File: src/rtl/serial_to_parallel_if.sv
// Bundle of serial input, handshake and status signals for the deserializer.
// The bench or upstream logic drives through master; the deserializer attaches as slave.
interface serial_to_parallel_if #(
    parameter int WIDTH = 4,
    parameter int CNT_W = 8
);
    logic             serial_i;
    logic             start_i;
    logic             out_ready_i;
    logic             clear_err_i;
    logic [WIDTH-1:0] parallel_o;
    logic             out_valid_o;
    logic             busy_o;
    logic             overrun_o;
    logic             frame_err_o;
    logic [CNT_W-1:0] word_count_o;

    modport master (
        output serial_i, start_i, out_ready_i, clear_err_i,
        input  parallel_o, out_valid_o, busy_o, overrun_o, frame_err_o, word_count_o
    );

    modport slave (
        input  serial_i, start_i, out_ready_i, clear_err_i,
        output parallel_o, out_valid_o, busy_o, overrun_o, frame_err_o, word_count_o
    );
endinterface

File: src/rtl/serial_to_parallel.sv
// LSB-first deserializer with frame-start marker, valid/ready output register,
// sticky overrun/framing flags and a count of delivered words.
module serial_to_parallel #(
    parameter int WIDTH = 4,
    parameter int CNT_W = 8
) (
    input  logic                  clk,
    input  logic                  reset,
    serial_to_parallel_if.slave   bus
);
    localparam int CW = $clog2(WIDTH);

    typedef enum logic {IDLE, SHIFT} state_t;

    state_t           state, state_next;
    logic [CW-1:0]    bit_cnt, cnt_next;
    logic [WIDTH-1:0] shift_reg, shift_next;
    logic [WIDTH-1:0] assembled;
    logic [WIDTH-1:0] out_word;
    logic             out_valid;
    logic             overrun;
    logic             frame_err;
    logic [CNT_W-1:0] word_count;
    logic             word_done;
    logic             start_err;
    logic             drain;

    // New bits enter at the MSB and walk right, so bit 0 lands at position 0 last.
    assign assembled = (shift_reg >> 1) | {bus.serial_i, {(WIDTH-1){1'b0}}};
    assign drain     = out_valid && bus.out_ready_i;

    always_comb begin
        state_next = state;
        cnt_next   = bit_cnt;
        shift_next = shift_reg;
        word_done  = 1'b0;
        start_err  = 1'b0;
        case (state)
            IDLE: begin
                if (bus.start_i) begin
                    shift_next = {bus.serial_i, {(WIDTH-1){1'b0}}};
                    cnt_next   = CW'(1);
                    state_next = SHIFT;
                end
            end
            SHIFT: begin
                if (bus.start_i) begin
                    start_err  = 1'b1;
                    shift_next = {bus.serial_i, {(WIDTH-1){1'b0}}};
                    cnt_next   = CW'(1);
                end else if (bit_cnt == CW'(WIDTH-1)) begin
                    word_done  = 1'b1;
                    shift_next = assembled;
                    cnt_next   = '0;
                    state_next = IDLE;
                end else begin
                    shift_next = assembled;
                    cnt_next   = bit_cnt + CW'(1);
                end
            end
            default: state_next = IDLE;
        endcase
    end

    always_ff @(posedge clk) begin
        if (reset) begin
            state      <= IDLE;
            bit_cnt    <= '0;
            shift_reg  <= '0;
            out_word   <= '0;
            out_valid  <= 1'b0;
            overrun    <= 1'b0;
            frame_err  <= 1'b0;
            word_count <= '0;
        end else begin
            state     <= state_next;
            bit_cnt   <= cnt_next;
            shift_reg <= shift_next;

            if (drain)
                word_count <= word_count + CNT_W'(1);

            // A finished word may reuse the register only if it is empty or emptying now.
            if (word_done && (!out_valid || drain)) begin
                out_word  <= assembled;
                out_valid <= 1'b1;
            end else if (drain) begin
                out_valid <= 1'b0;
            end

            if (word_done && out_valid && !bus.out_ready_i)
                overrun <= 1'b1;
            else if (bus.clear_err_i)
                overrun <= 1'b0;

            if (start_err)
                frame_err <= 1'b1;
            else if (bus.clear_err_i)
                frame_err <= 1'b0;
        end
    end

    assign bus.parallel_o   = out_word;
    assign bus.out_valid_o  = out_valid;
    assign bus.busy_o       = (state == SHIFT);
    assign bus.overrun_o    = overrun;
    assign bus.frame_err_o  = frame_err;
    assign bus.word_count_o = word_count;
endmodule

File: src/flat_wrapper.sv
// flat-port wrapper written by rule: the top's interface ports become plain ports
module serial_to_parallel_flat 
#(
    parameter int WIDTH = 4,
    parameter int CNT_W = 8
)
  (clk, reset, bus_serial_i, bus_start_i, bus_out_ready_i, bus_clear_err_i, bus_parallel_o, bus_out_valid_o, bus_busy_o, bus_overrun_o, bus_frame_err_o, bus_word_count_o);
  serial_to_parallel_if #(.WIDTH(WIDTH), .CNT_W(CNT_W)) bus_i ();
  input  logic clk;
  input  logic reset;
  input wire logic [$bits(bus_i.serial_i)-1:0] bus_serial_i;
  input wire logic [$bits(bus_i.start_i)-1:0] bus_start_i;
  input wire logic [$bits(bus_i.out_ready_i)-1:0] bus_out_ready_i;
  input wire logic [$bits(bus_i.clear_err_i)-1:0] bus_clear_err_i;
  output wire logic [$bits(bus_i.parallel_o)-1:0] bus_parallel_o;
  output wire logic [$bits(bus_i.out_valid_o)-1:0] bus_out_valid_o;
  output wire logic [$bits(bus_i.busy_o)-1:0] bus_busy_o;
  output wire logic [$bits(bus_i.overrun_o)-1:0] bus_overrun_o;
  output wire logic [$bits(bus_i.frame_err_o)-1:0] bus_frame_err_o;
  output wire logic [$bits(bus_i.word_count_o)-1:0] bus_word_count_o;
  assign bus_i.serial_i = bus_serial_i;
  assign bus_i.start_i = bus_start_i;
  assign bus_i.out_ready_i = bus_out_ready_i;
  assign bus_i.clear_err_i = bus_clear_err_i;
  assign bus_parallel_o = bus_i.parallel_o;
  assign bus_out_valid_o = bus_i.out_valid_o;
  assign bus_busy_o = bus_i.busy_o;
  assign bus_overrun_o = bus_i.overrun_o;
  assign bus_frame_err_o = bus_i.frame_err_o;
  assign bus_word_count_o = bus_i.word_count_o;
  serial_to_parallel #(.WIDTH(WIDTH), .CNT_W(CNT_W)) u_core (.clk(clk), .reset(reset), .bus(bus_i));
endmodule
File: config.mk
export PLATFORM = sky130hd
export DESIGN_NAME = serial_to_parallel_flat
export DESIGN_NICKNAME = d
export VERILOG_FILES = /design/src/rtl/serial_to_parallel_if.sv /design/src/rtl/serial_to_parallel.sv /design/src/flat_wrapper.sv
export SDC_FILE = /design/constraint.sdc
export NUM_CORES = 1
export LEC_CHECK = 0
export CAP_MARGIN = 15
export CORE_AREA = 2 2 50 52
export CTS_CLUSTER_DIAMETER = 80
export DETAILED_ROUTE_END_ITERATION = 10
export DIE_AREA = 0 0 52 54
export HOLD_SLACK_MARGIN = 0.05
export PLACE_DENSITY = 0.73
export SYNTH_ARGS = -nofsm -noshare
export SYNTH_HDL_FRONTEND = slang
export SYNTH_SLANG_ARGS = --single-unit
File: constraint.sdc
create_clock -name clk -period 3.7 [get_ports clk]
set_clock_uncertainty 0.15 [all_clocks]
set_input_delay 0.74 -clock clk [delete_from_list [all_inputs] [get_ports clk]]
set_output_delay 0.74 -clock clk [all_outputs]
set_load 0.01 [all_outputs]
# == Yosys cells after proc, flatten, opt, wreduce, memory -nomap -nowiden ==
# Index checks and enable logic that the tools add are counted.
# classes
n_addsub,2
n_eq_ne,2
mux,20
bitwise_logic,2
n_reduce_logical,10
# op_table
cell,count
$mux 1,12
$add 8x1->8 const B,1
$mux 4,2
$pmux 4 s2,1
$mux 2,3
$reduce_bool 2->1,3
$logic_and 1x1->1,4
$or 3x4->4,1
$pmux 2 s2,1
$add 2x1->2 const B,1
$eq 2x2->1 const B,1
$logic_not 1->1,2
$ne 2x2->1 const B,1
$pmux 1 s2,1
$logic_or 1x1->1,1
$not 1->1,1
# word_totals
ff_bits,22
inputBits,6
output_inout_bits,16
word_cells,44

# == Depth between registers and ports, before layout ==
# depth
depth_word,7
depth_mapped,4
depth_no_buf,4

# == Least setup slack after synthesis ==
# No wires, ideal clock.
# synth_timing
kind,input -> register
from,input port bus_out_ready_i
to,"register u_core.word_count[7], in the netlist u_core.bus.word_count_o[7]"
setup_ns,0.070
arrival_ns,1.464
t_required_ns,3.480
path_slack_ns,2.015
path_stages,3
path_buffers,0
cell_sequence,nand4_2 or4_1 a21oi_1
# synth_via
elab_chain_cells,1
# synth_lines
element,line,rtl
start: declaration,flat_wrapper.sv:13,input wire logic [$bits(bus_i.out_ready_i)-1:0] bus_out_ready_i;
$logic_and 1x1->1,serial_to_parallel.sv:30,assign drain = out_valid && bus.out_ready_i;
end signal: assignment,serial_to_parallel.sv:81,word_count <= word_count + CNT_W'(1);
end: declaration,serial_to_parallel.sv:23,logic [CNT_W-1:0] word_count;
# Every way passes these cells.
# A chain may end at the register's enable or synchronous reset.

# == Worst setup path after layout ==
# layout_timing
from,"register u_core.state, in the netlist u_core.bus.busy_o"
to,output port bus_busy_o
# layout_rtl
element,line,rtl
start: declaration,serial_to_parallel.sv:15,"state_t state, state_next;"
start signal: assignment,serial_to_parallel.sv:76,state <= state_next;
end: declaration,flat_wrapper.sv:17,output wire logic [$bits(bus_i.busy_o)-1:0] bus_busy_o;
# No word-level cell between the ends.

==> run summary <==
POWER AND IR DROP
----------------------------------------------------------------------------------------------------
Peak VDD IR ...........................................................................     0.159 mV
Power Density .........................................................................   327 nW/um2
Static leakage ........................................................................     0.380 nW

DRT
----------------------------------------------------------------------------------------------------
Pre-antenna DRT Iters .................................................................            4
WL final ..............................................................................      1600 um
Top layer reached by signal wires .....................................................         met4
Final routed DRC violation total ......................................................            0
Met2 wire length ......................................................................       785 um
Met3 WL post-DR .......................................................................        46 um
Violation count after the first detailed-route iteration ..............................            6
Routed vias ...........................................................................          738
WL per Instance .......................................................................      10.8 um
Antenna-violating nets left ...........................................................            0
DRT met1 WL ...........................................................................       720 um
Post-detailed-route via-to-cell ratio .................................................         4.99

SETUP PATH
----------------------------------------------------------------------------------------------------
Biggest cell delay along the critical path ............................................      0.61 ns
Data required time of the worst path ..................................................      2.81 ns
Crit path capture type ................................................................  output port
Critical path class ................................................................... register to output port
Slowest library cell on the worst path ................................................ clkdlybuf4s50_1
Bufs and invs on worst path ...........................................................            1
Critical Path, Cell by Cell ........................................................... clkdlybuf4s50_1
Highest net fanout along the worst path ...............................................           11
Reg2reg setup slack ...................................................................      2.19 ns
Critical path data arrival time .......................................................      1.48 ns
Top Family by Delay on Critical Path .................................................. buffers and inverters
Element type at the critical path start ...............................................     register

SYNTH
----------------------------------------------------------------------------------------------------
Post-synthesis area per instance ......................................................     8.81 um2
Flip-flop and latch count after synthesis .............................................           21
Number of warnings printed during yosys synthesis .....................................            0
Area fraction of the dominant cell type after synthesis ...............................        49.2%
Post-synth top area cell ..............................................................      dfxtp_1
Cell area after synthesis .............................................................      855 um2
Synth area leaders .................................................................... dfxtp_1 49%, a21oi_1 8.8%, o21ai_0 5.9%, nand3_1 4.1%, mux2i_1 3.5%
Post-Synthesis Cells ..................................................................           97
Netlist cell types ....................................................................           26
Post-Synthesis Net Count ..............................................................          105
Fraction of the yosys area taken by sequential cells ..................................        49.2%

GRT
----------------------------------------------------------------------------------------------------
Vias in the first global route ........................................................          635
Largest net degree at the start of global routing .....................................           22
GRT Util Overall ......................................................................        12.6%
Number of antenna violations at the first check in global routing .....................            0
Global-route wire length before repair ................................................      2600 um
Gr ovfl total .........................................................................            0

FLOORPLAN
----------------------------------------------------------------------------------------------------
Die area ..............................................................................     2810 um2
IO Pins ...............................................................................           22
Starting utilization of the core area .................................................        36.8%
Core Area .............................................................................     2320 um2
Total number of placement rows ........................................................           18
Die Ht ................................................................................        54 um
Die Width .............................................................................        52 um

TIMING
----------------------------------------------------------------------------------------------------
Actual transition at the worst max-transition pin .....................................     0.720 ns
Setup repair after global routing missed its margin ...................................        false
Total of endpoints with negative setup slack in the final report ......................            0
Final count of pins violating max slew ................................................            0
Setup TNS .............................................................................         0 ns
FMAX ..................................................................................    0.422 GHz
Share of the clock period used by the worst path ......................................        64.1%
Hold violation count in the final report ..............................................            0
Slew HR ...............................................................................        51.8%
Final critical-path required period ...................................................      2.37 ns

CLOCKING
----------------------------------------------------------------------------------------------------
CTS buffer count ......................................................................            3
Post-CTS repair timing setup buffer count .............................................            0
CTS tree ..............................................................................        built
Clock tree sinks ......................................................................           21
CTS H-tree lvls .......................................................................            1
Clock-pin slew reported for the worst setup and hold paths after clock tree synthesis .      0.11 ns
Buffer cell driving the clock tree root ...............................................     clkbuf_4
Number of buffers inserted by hold repair at cts ......................................            0
Quantity of gates resized following cts ...............................................            0
Clock latency of the later-clocked register in the worst-skew pair ....................      0.30 ns
Maximum clock path buffer count .......................................................            2

RUN
----------------------------------------------------------------------------------------------------
Maxcap violations .....................................................................            0

LAYOUT
----------------------------------------------------------------------------------------------------
Final net count .......................................................................          127
Largest register FFs ..................................................................            8
Share of the core filled with cells in the final layout ...............................        48.0%
Synthesis-to-finish area growth .......................................................        30.2%
Count of antenna diodes in the layout .................................................            0
Share of layout cells above drive strength 1 ..........................................        6.78%

PLACED DESIGN
----------------------------------------------------------------------------------------------------
DP Wirelength .........................................................................      1200 um
Gp weighted congestion ................................................................        0.721
Count of port buffers added during placement ..........................................           21

HOLD PATH
----------------------------------------------------------------------------------------------------
Type of the most critical hold path ................................................... register to register

STATUS
----------------------------------------------------------------------------------------------------
Status ................................................................................ finished, final reports clean

## synth_stat cells
cell / n
dfxtp_1: 21
a21oi_1: 15
o21ai_0: 10
nand3_1: 7
nand2_1: 6
nor2_1: 6
clkbuf_1: 3
inv_1: 3
mux2i_1: 3
nor3_1: 3
ha_1: 2
nor2b_1: 2
or3_1: 2
or3_2: 2
and2b_2: 1
and3b_1: 1
buf_2: 1
nand2b_1: 1
nand3b_1: 1
nand4_1: 1
nand4_2: 1
o31ai_1: 1
or2b_2: 1
or4_1: 1
xnor2_1: 1
xor2_1: 1
## per-stage QoR
| step | worst slack [ns] | power, mW | instance area, um2 | hold WS, ns | cells |
|---|---|---|---|---|---|
| 2_1_floorplan | 2.02 | 0.251 | 855 | 0.293 | 97 |
| 3_3_place_gp | 1.37 | 0.261 | 1090 | 0.309 | 144 |
| 3_5_place_dp | 1.34 | 0.262 | 1090 | 0.316 | 144 |
| 4_1_cts | 1.32 | 0.369 | 1110 | 0.330 | 148 |
| 5_1_grt | 1.25 | 0.381 | 1110 | 0.360 | 148 |
| 6_report | 1.33 | 0.363 | 1110 | 0.322 | 148 |
## cell usage in the layout, fill, tap and decap left out
cell             synthesis  final
clkdlybuf4s50_1          0     21
dfxtp_1                 21     21
a21oi_1                 15     15
o21ai_0                 10     10
nand3_1                  7      7
nor2_1                   6      6
nand2_1                  6      6
mux2i_1                  3      3
nor3_1                   3      3
inv_1                    3      3
clkbuf_4                 0      3
nor2b_1                  2      2
or3_2                    2      2
or3_1                    2      2
ha_1                     2      2
nand3b_1                 1      1
or2b_2                   1      1
and3b_1                  1      1
and2b_2                  1      1
nand4_2                  1      1
xnor2_1                  1      1
xor2_1                   1      1
nand4_1                  1      1
nand2b_1                 1      1
o31ai_1                  1      1
or4_1                    1      1
clkbuf_1                 3      1
## final timing paths
path,start,to,cells past startpoint
setup / recovery,u_core.bus.busy_o,bus_busy_o,1
setup reg to reg,u_core.bus.word_count_o[0],u_core.bus.word_count_o[4],4
hold reg to reg,u_core.shift_reg[1],u_core.bus.parallel_o[0],2
hold / removal,u_core.shift_reg[1],u_core.bus.parallel_o[0],2
## area by class of cell
class	instances	area, um2
Fill cell	230	1210
Sequential cell	21	420
Multi-Input combinational cell	69	407
Timing Repair Buffer	21	210
Tap cell	30	37.5
Clock buffer	4	26.3
Inverter	3	11.3
## worst min-delay path, delay by kind of cell (launching register included)
family	cells	cell delay [ns]
and+or+nand+nor	1	0.06
DFF	1	0.33
AOI/OAI and AO/OA	1	0.05
## power by group
group,internal (mW),switching (mW)
Sequential,0.230,0.00432
Combinational,0.0119,0.0106
Clock,0.0421,0.0650
Total,0.283,0.0800
## cell families (layout without fill, tap and decap cells)
| family | count (synthesis) | count (layout) | share of synthesized area (%) |
|---|---|---|---|
| AOI/OAI and AO/OA | 26 | 26 | 15.5 |
| buffers and inverters | 7 | 28 | 3.22 |
| muxes | 3 | 3 | 3.51 |
| xor gates and xnor gates | 2 | 2 | 2.05 |
| adders and majority gates | 2 | 2 | 2.93 |
| and+or+nand+nor | 36 | 36 | 23.6 |
| DFF | 21 | 21 | 49.2 |
## metal layers
layer | vias up | GRT usage (%)
met4 | 0 | 7.89
met2 | 15 | 21.9
met1 | 336 | 13.7
met3 | 5 | 3.33
li1 | 382 | -
met5 | - | 0
(Power assumes the default switching activity.)
